<file path="config.mk">
export PLATFORM = sky130hd
export DESIGN_NAME = uart_tx_frame_fsm
export DESIGN_NICKNAME = d
export VERILOG_FILES = /design/src/rtl/uart_tx_frame_fsm_pkg.sv /design/src/rtl/uart_tx_frame_fsm_serializer.sv /design/src/rtl/uart_tx_frame_fsm.sv
export SDC_FILE = /design/constraint.sdc
export NUM_CORES = 1
export LEC_CHECK = 0
export ABC_AREA = 0
export CAP_MARGIN = 20
export CORE_MARGIN = 10
export CORE_UTILIZATION = 50
export DETAILED_ROUTE_END_ITERATION = 8
export HOLD_SLACK_MARGIN = 0.02
export PLACE_DENSITY = 0.86
export SETUP_SLACK_MARGIN = 0.1
export SLEW_MARGIN = 0
export SYNTH_ARGS = -nofsm -noshare
export SYNTH_HDL_FRONTEND = slang
export SYNTH_HIERARCHICAL = 1
export SYNTH_SLANG_ARGS = --single-unit
</file>
<file path="constraint.sdc">
create_clock -name i_clk -period 1.8 [get_ports i_clk]
set_input_delay 0.27 -clock i_clk [delete_from_list [all_inputs] [get_ports i_clk]]
set_output_delay 0.27 -clock i_clk [all_outputs]
set_load 0.005 [all_outputs]
</file>
<file path="src/rtl/uart_tx_frame_fsm_pkg.sv">
// Shared definitions for the UART transmit frame FSM: state encoding and line-level constants.
package uart_tx_frame_fsm_pkg;

   // Gray-adjacent order along the normal frame path
   typedef enum logic [2:0] {
      StIdle   = 3'b000,
      StStart  = 3'b001,
      StData   = 3'b011,
      StParity = 3'b010,
      StStop   = 3'b110
   } tx_state_e;

   localparam logic ParEven  = 1'b0;
   localparam logic ParOdd   = 1'b1;
   localparam logic StartBit = 1'b0;
   localparam logic StopBit  = 1'b1;
   localparam logic IdleLine = 1'b1;

endpackage

</file>
<file path="src/rtl/uart_tx_frame_fsm_serializer.sv">
// Loadable LSB-first shift register with data-bit counter; also captures the parity of the loaded word.
module uart_tx_frame_fsm_serializer #(
   parameter int unsigned DataWidth = 8
) (
   input  logic                 i_clk,
   input  logic                 i_rst,
   input  logic                 i_load,
   input  logic                 i_shift,
   input  logic [DataWidth-1:0] i_data,
   output logic                 o_ser_bit,
   output logic                 o_ser_done,
   output logic                 o_parity
);

   localparam int unsigned CntW = (DataWidth > 1) ? $clog2(DataWidth) : 1;
   localparam logic [CntW-1:0] LastCnt = CntW'(DataWidth - 1);
   localparam logic [CntW-1:0] OneCnt  = CntW'(1);

   logic [DataWidth-1:0] r_shift;
   logic [CntW-1:0]      r_cnt;
   logic                 r_parity;

   always_ff @(posedge i_clk) begin
      if (i_rst) begin
         r_shift  <= '0;
         r_cnt    <= '0;
         r_parity <= 1'b0;
      end else if (i_load) begin
         r_shift  <= i_data;
         r_cnt    <= '0;
         r_parity <= ^i_data;
      end else if (i_shift) begin
         r_shift  <= {1'b0, r_shift[DataWidth-1:1]};
         r_cnt    <= (r_cnt == LastCnt) ? '0 : r_cnt + OneCnt;
      end
   end

   // Bit that will be on the line after the coming edge: peek one ahead while shifting
   assign o_ser_bit  = i_shift ? r_shift[1] : r_shift[0];
   assign o_ser_done = (r_cnt == LastCnt);
   assign o_parity   = r_parity;

endmodule

</file>
<file path="src/rtl/uart_tx_frame_fsm.sv">
// UART transmit frame FSM: start bit, LSB-first data, optional parity, stop bit; registered outputs.
module uart_tx_frame_fsm
   import uart_tx_frame_fsm_pkg::*;
#(
   parameter int unsigned DataWidth = 8
) (
   input  logic                 i_clk,
   input  logic                 i_rst,
   input  logic [DataWidth-1:0] i_tx_p_data,
   input  logic                 i_tx_d_vld,
   input  logic                 i_par_en,
   input  logic                 i_par_typ,
   output logic                 o_tx_out,
   output logic                 o_busy
);

   tx_state_e r_state;
   tx_state_e w_state_d;
   logic      r_tx_out;
   logic      r_busy;
   logic      r_par_en;
   logic      r_par_typ;
   logic      w_tx_d;
   logic      w_busy_d;
   logic      w_load;
   logic      w_shift;
   logic      w_ser_bit;
   logic      w_ser_done;
   logic      w_parity;
   logic      w_par_bit;

   uart_tx_frame_fsm_serializer #(
      .DataWidth (DataWidth)
   ) u_serializer (
      .i_clk      (i_clk),
      .i_rst      (i_rst),
      .i_load     (w_load),
      .i_shift    (w_shift),
      .i_data     (i_tx_p_data),
      .o_ser_bit  (w_ser_bit),
      .o_ser_done (w_ser_done),
      .o_parity   (w_parity)
   );

   assign w_par_bit = (r_par_typ == ParOdd) ? ~w_parity : w_parity;

   // Outputs are registered from the next-state decision, so each state's bit appears with it
   always_comb begin
      w_state_d = StIdle;
      w_tx_d    = IdleLine;
      w_busy_d  = 1'b0;
      w_load    = 1'b0;
      w_shift   = 1'b0;
      case (r_state)
         StIdle: begin
            if (i_tx_d_vld) begin
               w_load    = 1'b1;
               w_state_d = StStart;
               w_tx_d    = StartBit;
               w_busy_d  = 1'b1;
            end
         end
         StStart: begin
            w_state_d = StData;
            w_tx_d    = w_ser_bit;
            w_busy_d  = 1'b1;
         end
         StData: begin
            w_shift  = 1'b1;
            w_busy_d = 1'b1;
            if (w_ser_done) begin
               w_state_d = r_par_en ? StParity : StStop;
               w_tx_d    = r_par_en ? w_par_bit : StopBit;
            end else begin
               w_state_d = StData;
               w_tx_d    = w_ser_bit;
            end
         end
         StParity: begin
            w_state_d = StStop;
            w_tx_d    = StopBit;
            w_busy_d  = 1'b1;
         end
         StStop: begin
            w_state_d = StIdle;
         end
         default: begin
            w_state_d = StIdle;
         end
      endcase
   end

   always_ff @(posedge i_clk) begin
      if (i_rst) begin
         r_state   <= StIdle;
         r_tx_out  <= IdleLine;
         r_busy    <= 1'b0;
         r_par_en  <= 1'b0;
         r_par_typ <= ParEven;
      end else begin
         r_state  <= w_state_d;
         r_tx_out <= w_tx_d;
         r_busy   <= w_busy_d;
         if (w_load) begin
            r_par_en  <= i_par_en;
            r_par_typ <= i_par_typ;
         end
      end
   end

   assign o_tx_out = r_tx_out;
   assign o_busy   = r_busy;

endmodule

</file>
==> qor.yml, run 1 <==
status: "finished clean"
dieArea_sq_um: 3900
rsz0062_at_grt: "false"
dr_wl_met2_microns: 854
cts_resized: 0
synth_edf_count: 0
clkTransAtPathRegs_ps: 100
ys_types: 28
crit_chain: "and3b_1 -> mux2_2 -> a21o_1 -> o211ai_1 -> o211ai_1"
hold_class: "reg2reg"
path_class: "reg2reg"
grt_max_degree: 24
grt.overflow.total: 0
worstPathMaxFanout: 5
cts_buffer_depth: 2
timing.final.hold_violations: 0
dp.cells: 133
area_delta_synth_final_pct: 24.0
synth_fp_nets: 110
drive_above_1_share_pct: 10.7
fmax_mhz: 680
cts_made_buffers: 3
dr.pass1.iters: 3
syn_area_sq_um: 901
layout.nets: 128
maxUsedRoutingLayer: "met4"
drv_cap: 0
grt_pass1_vias: 767
cts_setup_buffers: 0
wl_met1_microns: 770
grt_pass1_wl_microns: 3190
avgSynthCellArea_sq_um: 9.48
fin_skew_ps: 4.03
clkLatencyLatePin_ps: 290
finalSetupViolations: 0
cp-end-kind: "flip-flop"
min_period_ps: 1470
die_h_microns: 62.4
crit_required_ps: 1970
portBuffers: 14
cts_tree: "yes"
htreeDepth: 1
ir_worst_vdd_uv: 575
fin_cells: 137
seq_area_frac_synth_pct: 42.2
start_kind: "flip-flop"
critPathBufInv: 0
crit_top_cell: "o211ai_1"
max-slew-margin-rel_pct: 76.9
start_util_pct: 52.2
nFillCells: 157
globalplace.congestion: 0.772
slew_viol_final: 0
placed_area_sq_um: 1090
viasPerCell: 5.10
p_leak_uw: 0.000433
p_total_uw: 920
ys_warn_count: 6
design_area_sq_um: 1120
core_area_sq_um: 1730
clock_sinks: 19
crit_family: "flip-flops"
whs_ps: 535
gr-usage-all-layers_pct: 9.65
slowest_delay_ps: 380
drt_iter0_markers: 7
worst_pin_slew_ps: 345
synth_top_cells_by_area: "dfxtp_1 (42%), mux2i_1 (12%), nor2_1 (8.8%)"
die_x_microns: 62.4
yosys_most_used_dff: "dfxtp_1"
synth_async_sr_flop_share_pct: 0
ios: 15
post-route-period-util_pct: 81.7
synth_top_area_share_pct: 42.2
critPathSlowestCell: "dfxtp_1"
finalSetupTns_ps: 0
ys_ff_latch: 19
root_buffer: "clkbuf_4"
wl_microns: 1710
rows: 15
synth.largest_area_cell: "dfxtp_1"
wl_per_cell_microns: 12.5
diodes: 0
dp_hpwl_microns: 1360
ant_nets: 0
antenna_found_initial: 0
synth_cells: 95
powerDensity_nw_per_um2: 823
drc_errors: 0
critPathArrivalTime_ps: 1640
wl_met3_microns: 75
cts-hold-fix-buffers: 0
dr_total_vias: 699
area by class of cell:
class	count	area, sq um	share of cell area [%]
multi-input cells	69	484	43.3
flip-flops and latches	19	380	34.0
repair buffers	19	190	17.0
well taps	25	31.3	2.80
clock buffers	3	22.5	2.02
clock inverters	1	5.00	0.448
inverters	1	3.75	0.336
kinds of logic (layout without fill, tap and decap cells):
group | count (synthesis) | after routing | synth area share [%]
compound gates | 15 | 15 | 11.4
xor+xnor | 8 | 8 | 7.78
fa+ha+maj | 2 | 2 | 2.78
buf+inv | 7 | 24 | 4.03
flops | 19 | 19 | 42.2
mux | 12 | 12 | 13.5
simple gates | 32 | 32 | 18.3
where the power goes:
part           leakage, uW  switching (uW)  total, uW  internal, uW
clock network    0.0000177             120        203          82.5
logic             0.000259             109        241           132
registers         0.000156            18.8        477           458
total             0.000433             247        920           672
metrics by stage:
stage	utilization (%)	setup WS [ps]
3_5_place_dp	63.1	161
5_1_grt	64.7	233
3_3_place_gp	63.1	212
2_1_floorplan	-	358
4_1_cts	64.7	336
6_report	64.7	329
cell usage after synthesis, types with 2 or more instances:
master and n:
nor3_1 5, nor2_1 21, ha_1 2, o211ai_1 2, mux2i_1 11, dfxtp_1 19, a21oi_1 6, xnor2_1 7
clkbuf_1 2, buf_2 2
state kept, by name, summed over array words and instances (netlist names):
register	cells
o_busy	1
o_tx_out	1
r_par_en	1
r_par_typ	1
r_state	3
u_serializer/o_parity	1
u_serializer/r_cnt	3
u_serializer/r_shift	8
worst paths after layout:
kind | from | cells after the start | slack [ps] | endpoint
min reg2reg | r_par_typ | 2 | 530 | r_par_typ
max reg2reg | r_state[2] | 5 | 330 | o_tx_out
max | r_state[2] | 5 | 330 | o_tx_out
min | r_par_typ | 2 | 530 | r_par_typ
placed cells by master (no fill, tap or decap), drive strengths merged:
cell type / Yosys / layout
clkbuf: 2 / 3
dfxtp: 19 / 19
buf: 4 / 5
a21oi: 6 / 6
o21a: 1 / 1
a22oi: 1 / 1
ha: 2 / 2
xor2: 1 / 1
clkdlybuf4s50: 0 / 14
o21ai: 1 / 1
clkinv: 0 / 1
mux2i: 11 / 11
a21o: 1 / 1
nor3: 5 / 5
inv: 1 / 1
nor2: 21 / 21
mux2: 1 / 1
o211ai: 2 / 2
a2bb2oi: 1 / 1
a211oi: 1 / 1
and3b: 1 / 1
nor4bb: 1 / 1
and2b: 1 / 1
o31a: 1 / 1
nor2b: 1 / 1
xnor2: 7 / 7
nand3: 1 / 1
nor4b: 1 / 1
layer usage:
| layer | up-vias | track usage, % |
|---|---|---|
| met1 | 324 | 10.8 |
| met5 | - | 0 |
| li1 | 360 | - |
| met4 | 0 | 5.03 |
| met2 | 13 | 16.0 |
| met3 | 2 | 2.87 |
worst min-delay path: stages, from the launching register on:
cell	delay [ps]
dfxtp_1	360
mux2i_1	70
nor2_1	70
No activity file was read; power rests on OpenSTA's default activity.
==> run 2: changes to the inputs <==
- clock period: 1.8 -> 1.45 ns (I/O delays scaled with it)
==> run 2 against run 1 <==
  * The flow now finishes with violations (setup timing)
  * First-iteration DRC count grew to 3.4 times the previous value
  * Die area stayed put
  * Clock-buffer cell count rose by 1
  * Maximum frequency rose by 0.17%
  * Register-to-register slack worse by 350 ps
  * Flip-flop and latch count unchanged
  * Via count up 18%
  * Sequential power increased by 26%
  * Non-clock buffer count increased by 12
  * Critical path type unchanged
  * Largest cell class unchanged
==> qor.yml, run 2 (synthesized netlist as in run 1, its figures left out) <==
status: "complete, but fails checks"
violations: "setup timing"
max_flop_register: "u_serializer/r_shift"
drc_errors: 0  # unchanged
ios: 15  # unchanged
largest_reg_flops: 8  # unchanged
path_class: "reg2reg"
grt_pass1_vias: 752  # -2.0%
wl_per_cell_microns: 17.5  # +40%
area_delta_synth_final_pct: 49.2
p_total_uw: 1330  # +44%
max-slew-margin-rel_pct: 82.7  # +5.8 points
crit_required_ps: 1670  # -300 ps
layout.cells.most_common_list: "nor2_1 (18), dfxtp_1 (16), clkdlybuf4s50_1 (12)"
hold_class: "reg2reg"
start_util_pct: 52.2  # unchanged
clkTransAtPathRegs_ps: 110  # about the same
globalplace.congestion: 0.825  # +6.9%
cts_made_buffers: 3  # unchanged
powerDensity_nw_per_um2: 987  # +20%
min_period_ps: 1470  # -2.50 ps
gr-usage-all-layers_pct: 10.6  # +0.95 points
core_area_sq_um: 1730  # unchanged
dr_total_vias: 823  # +18%
cts_buffer_depth: 2  # unchanged
drv_cap: 0  # unchanged
rsz0062_at_grt: "true"
cts_tree: "yes"
design_area_sq_um: 1340  # +20%
worst_pin_slew_ps: 257  # -88.8 ps
final_common_cell: "nor2_1"
diodes: 0  # unchanged
die_x_microns: 62.4  # unchanged
dp_hpwl_microns: 1440  # +5.9%
whs_ps: 541  # +6.28 ps
drt_iter0_markers: 24  # +17
dr.pass1.iters: 4  # +1
placed_area_sq_um: 1120  # +3.1%
antenna_found_initial: 0  # unchanged
grt_max_degree: 22  # -8.3%
htreeDepth: 1  # unchanged
fmax_mhz: 681  # +0.17%
clock_sinks: 19  # unchanged
critPathArrivalTime_ps: 1680  # +40 ps
post-route-period-util_pct: 101  # +20 points
largestRegisters: "u_serializer/r_shift (8), r_state (3), u_serializer/r_cnt (3)"
grt.overflow.total: 0  # unchanged
start_kind: "flip-flop"
fin_ws_ps: -18.1  # -348 ps
ant_nets: 0  # unchanged
ir_worst_vdd_uv: 608  # +5.6%
p_leak_uw: 0.000531  # +23%
dieArea_sq_um: 3900  # unchanged
nFillCells: 115  # -27%
clkLatencyLatePin_ps: 300  # about the same
layout.nets: 140  # +9.4%
cp-end-kind: "flip-flop"
finalSetupViolations: 2  # +2
grt_pass1_wl_microns: 3440  # +7.6%
slew_viol_final: 0  # unchanged
timing.final.hold_violations: 0  # unchanged
worstPathMaxFanout: 5  # unchanged
fin_skew_ps: 7.53  # +3.49 ps
rows: 15  # unchanged
portBuffers: 14  # unchanged
wl_microns: 2610  # +53%
viasPerCell: 5.52  # +8.3%
drive_above_1_share_pct: 32.3  # +22 points
die_h_microns: 62.4  # unchanged
root_buffer: "clkbuf_4"
-- run 2: metrics by stage --
| stage | worst slack [ps] | utilization [%] | std cells | TNS [ps] |
|---|---|---|---|---|
| floorplan | 86.0 | - | 95 | 0 |
| global placement | -24.6 | 65.1 | 137 | -71.9 |
| detailed placement | -83.9 | 65.1 | 137 | -545 |
| CTS | 76.1 | 66.9 | 141 | 0 |
| global route | -27.3 | 77.8 | 149 | -46.1 |
| finish | -18.1 | 77.8 | 149 | -21.1 |
-- run 2: worst max-delay path, cell delays in order (launching register included) --
cell and delay (ps):
dfxtp_2 340, buf_6 120, nor4b_4 260, buf_4 190
buf_6 110, buf_6 120, nor2_1 70, nor3_1 160
-- run 2: area by class of cell --
class	instances	area (sq um)	share of cell area, %
sequential	19	384	28.6
multi-input combinational	69	547	40.7
tap	25	31.3	2.33
inverter	1	3.75	0.279
clock buffer	4	26.3	1.96
timing repair buffer	31	352	26.2
-- run 2: report_power, final --
group,switching (uW),total [uW],internal (uW)
sequential,29.7,600,570
combinational,198,456,259
clock,162,270,107
total,390,1330,936
-- run 2: final timing paths --
| check | from | slack [ps] | depth (start not counted) | end |
|---|---|---|---|---|
| setup / recovery | r_state[1] | -20 | 7 | u_serializer/r_shift[0] |
| hold / removal | r_state[2] | 540 | 2 | r_state[2] |
| setup reg to reg | r_state[1] | -20 | 7 | u_serializer/r_shift[0] |
| hold reg to reg | r_state[2] | 540 | 2 | r_state[2] |
-- run 2: metal layers --
metal / part of all wire [%] / GRT usage [%] / vias up
li1: - / - / 388
met1: 40 / 11.1 / 394
met2: 53 / 17.7 / 35
met3: 5.2 / 3.94 / 6
met4: 2.3 / 6.42 / 0
met5: 0 / 0 / -
-- run 2: repair_timing --
| item | in CTS | in global routing |
|---|---|---|
| cloned | 0 | 3 |
| pin swaps | 0 | 10 |
| hold buffers | 0 | 0 |
| endpoints found under the setup margin | 6 | 13 |
| setup buffers | 0 | 5 |
| gates resized for setup | 4 | 24 |
==> run 3: changes to the inputs <==
- CAP_MARGIN: 20 -> 10
==> results of run 3 <==
No change in the layout: final DEF, timing and power equal those of run 2.
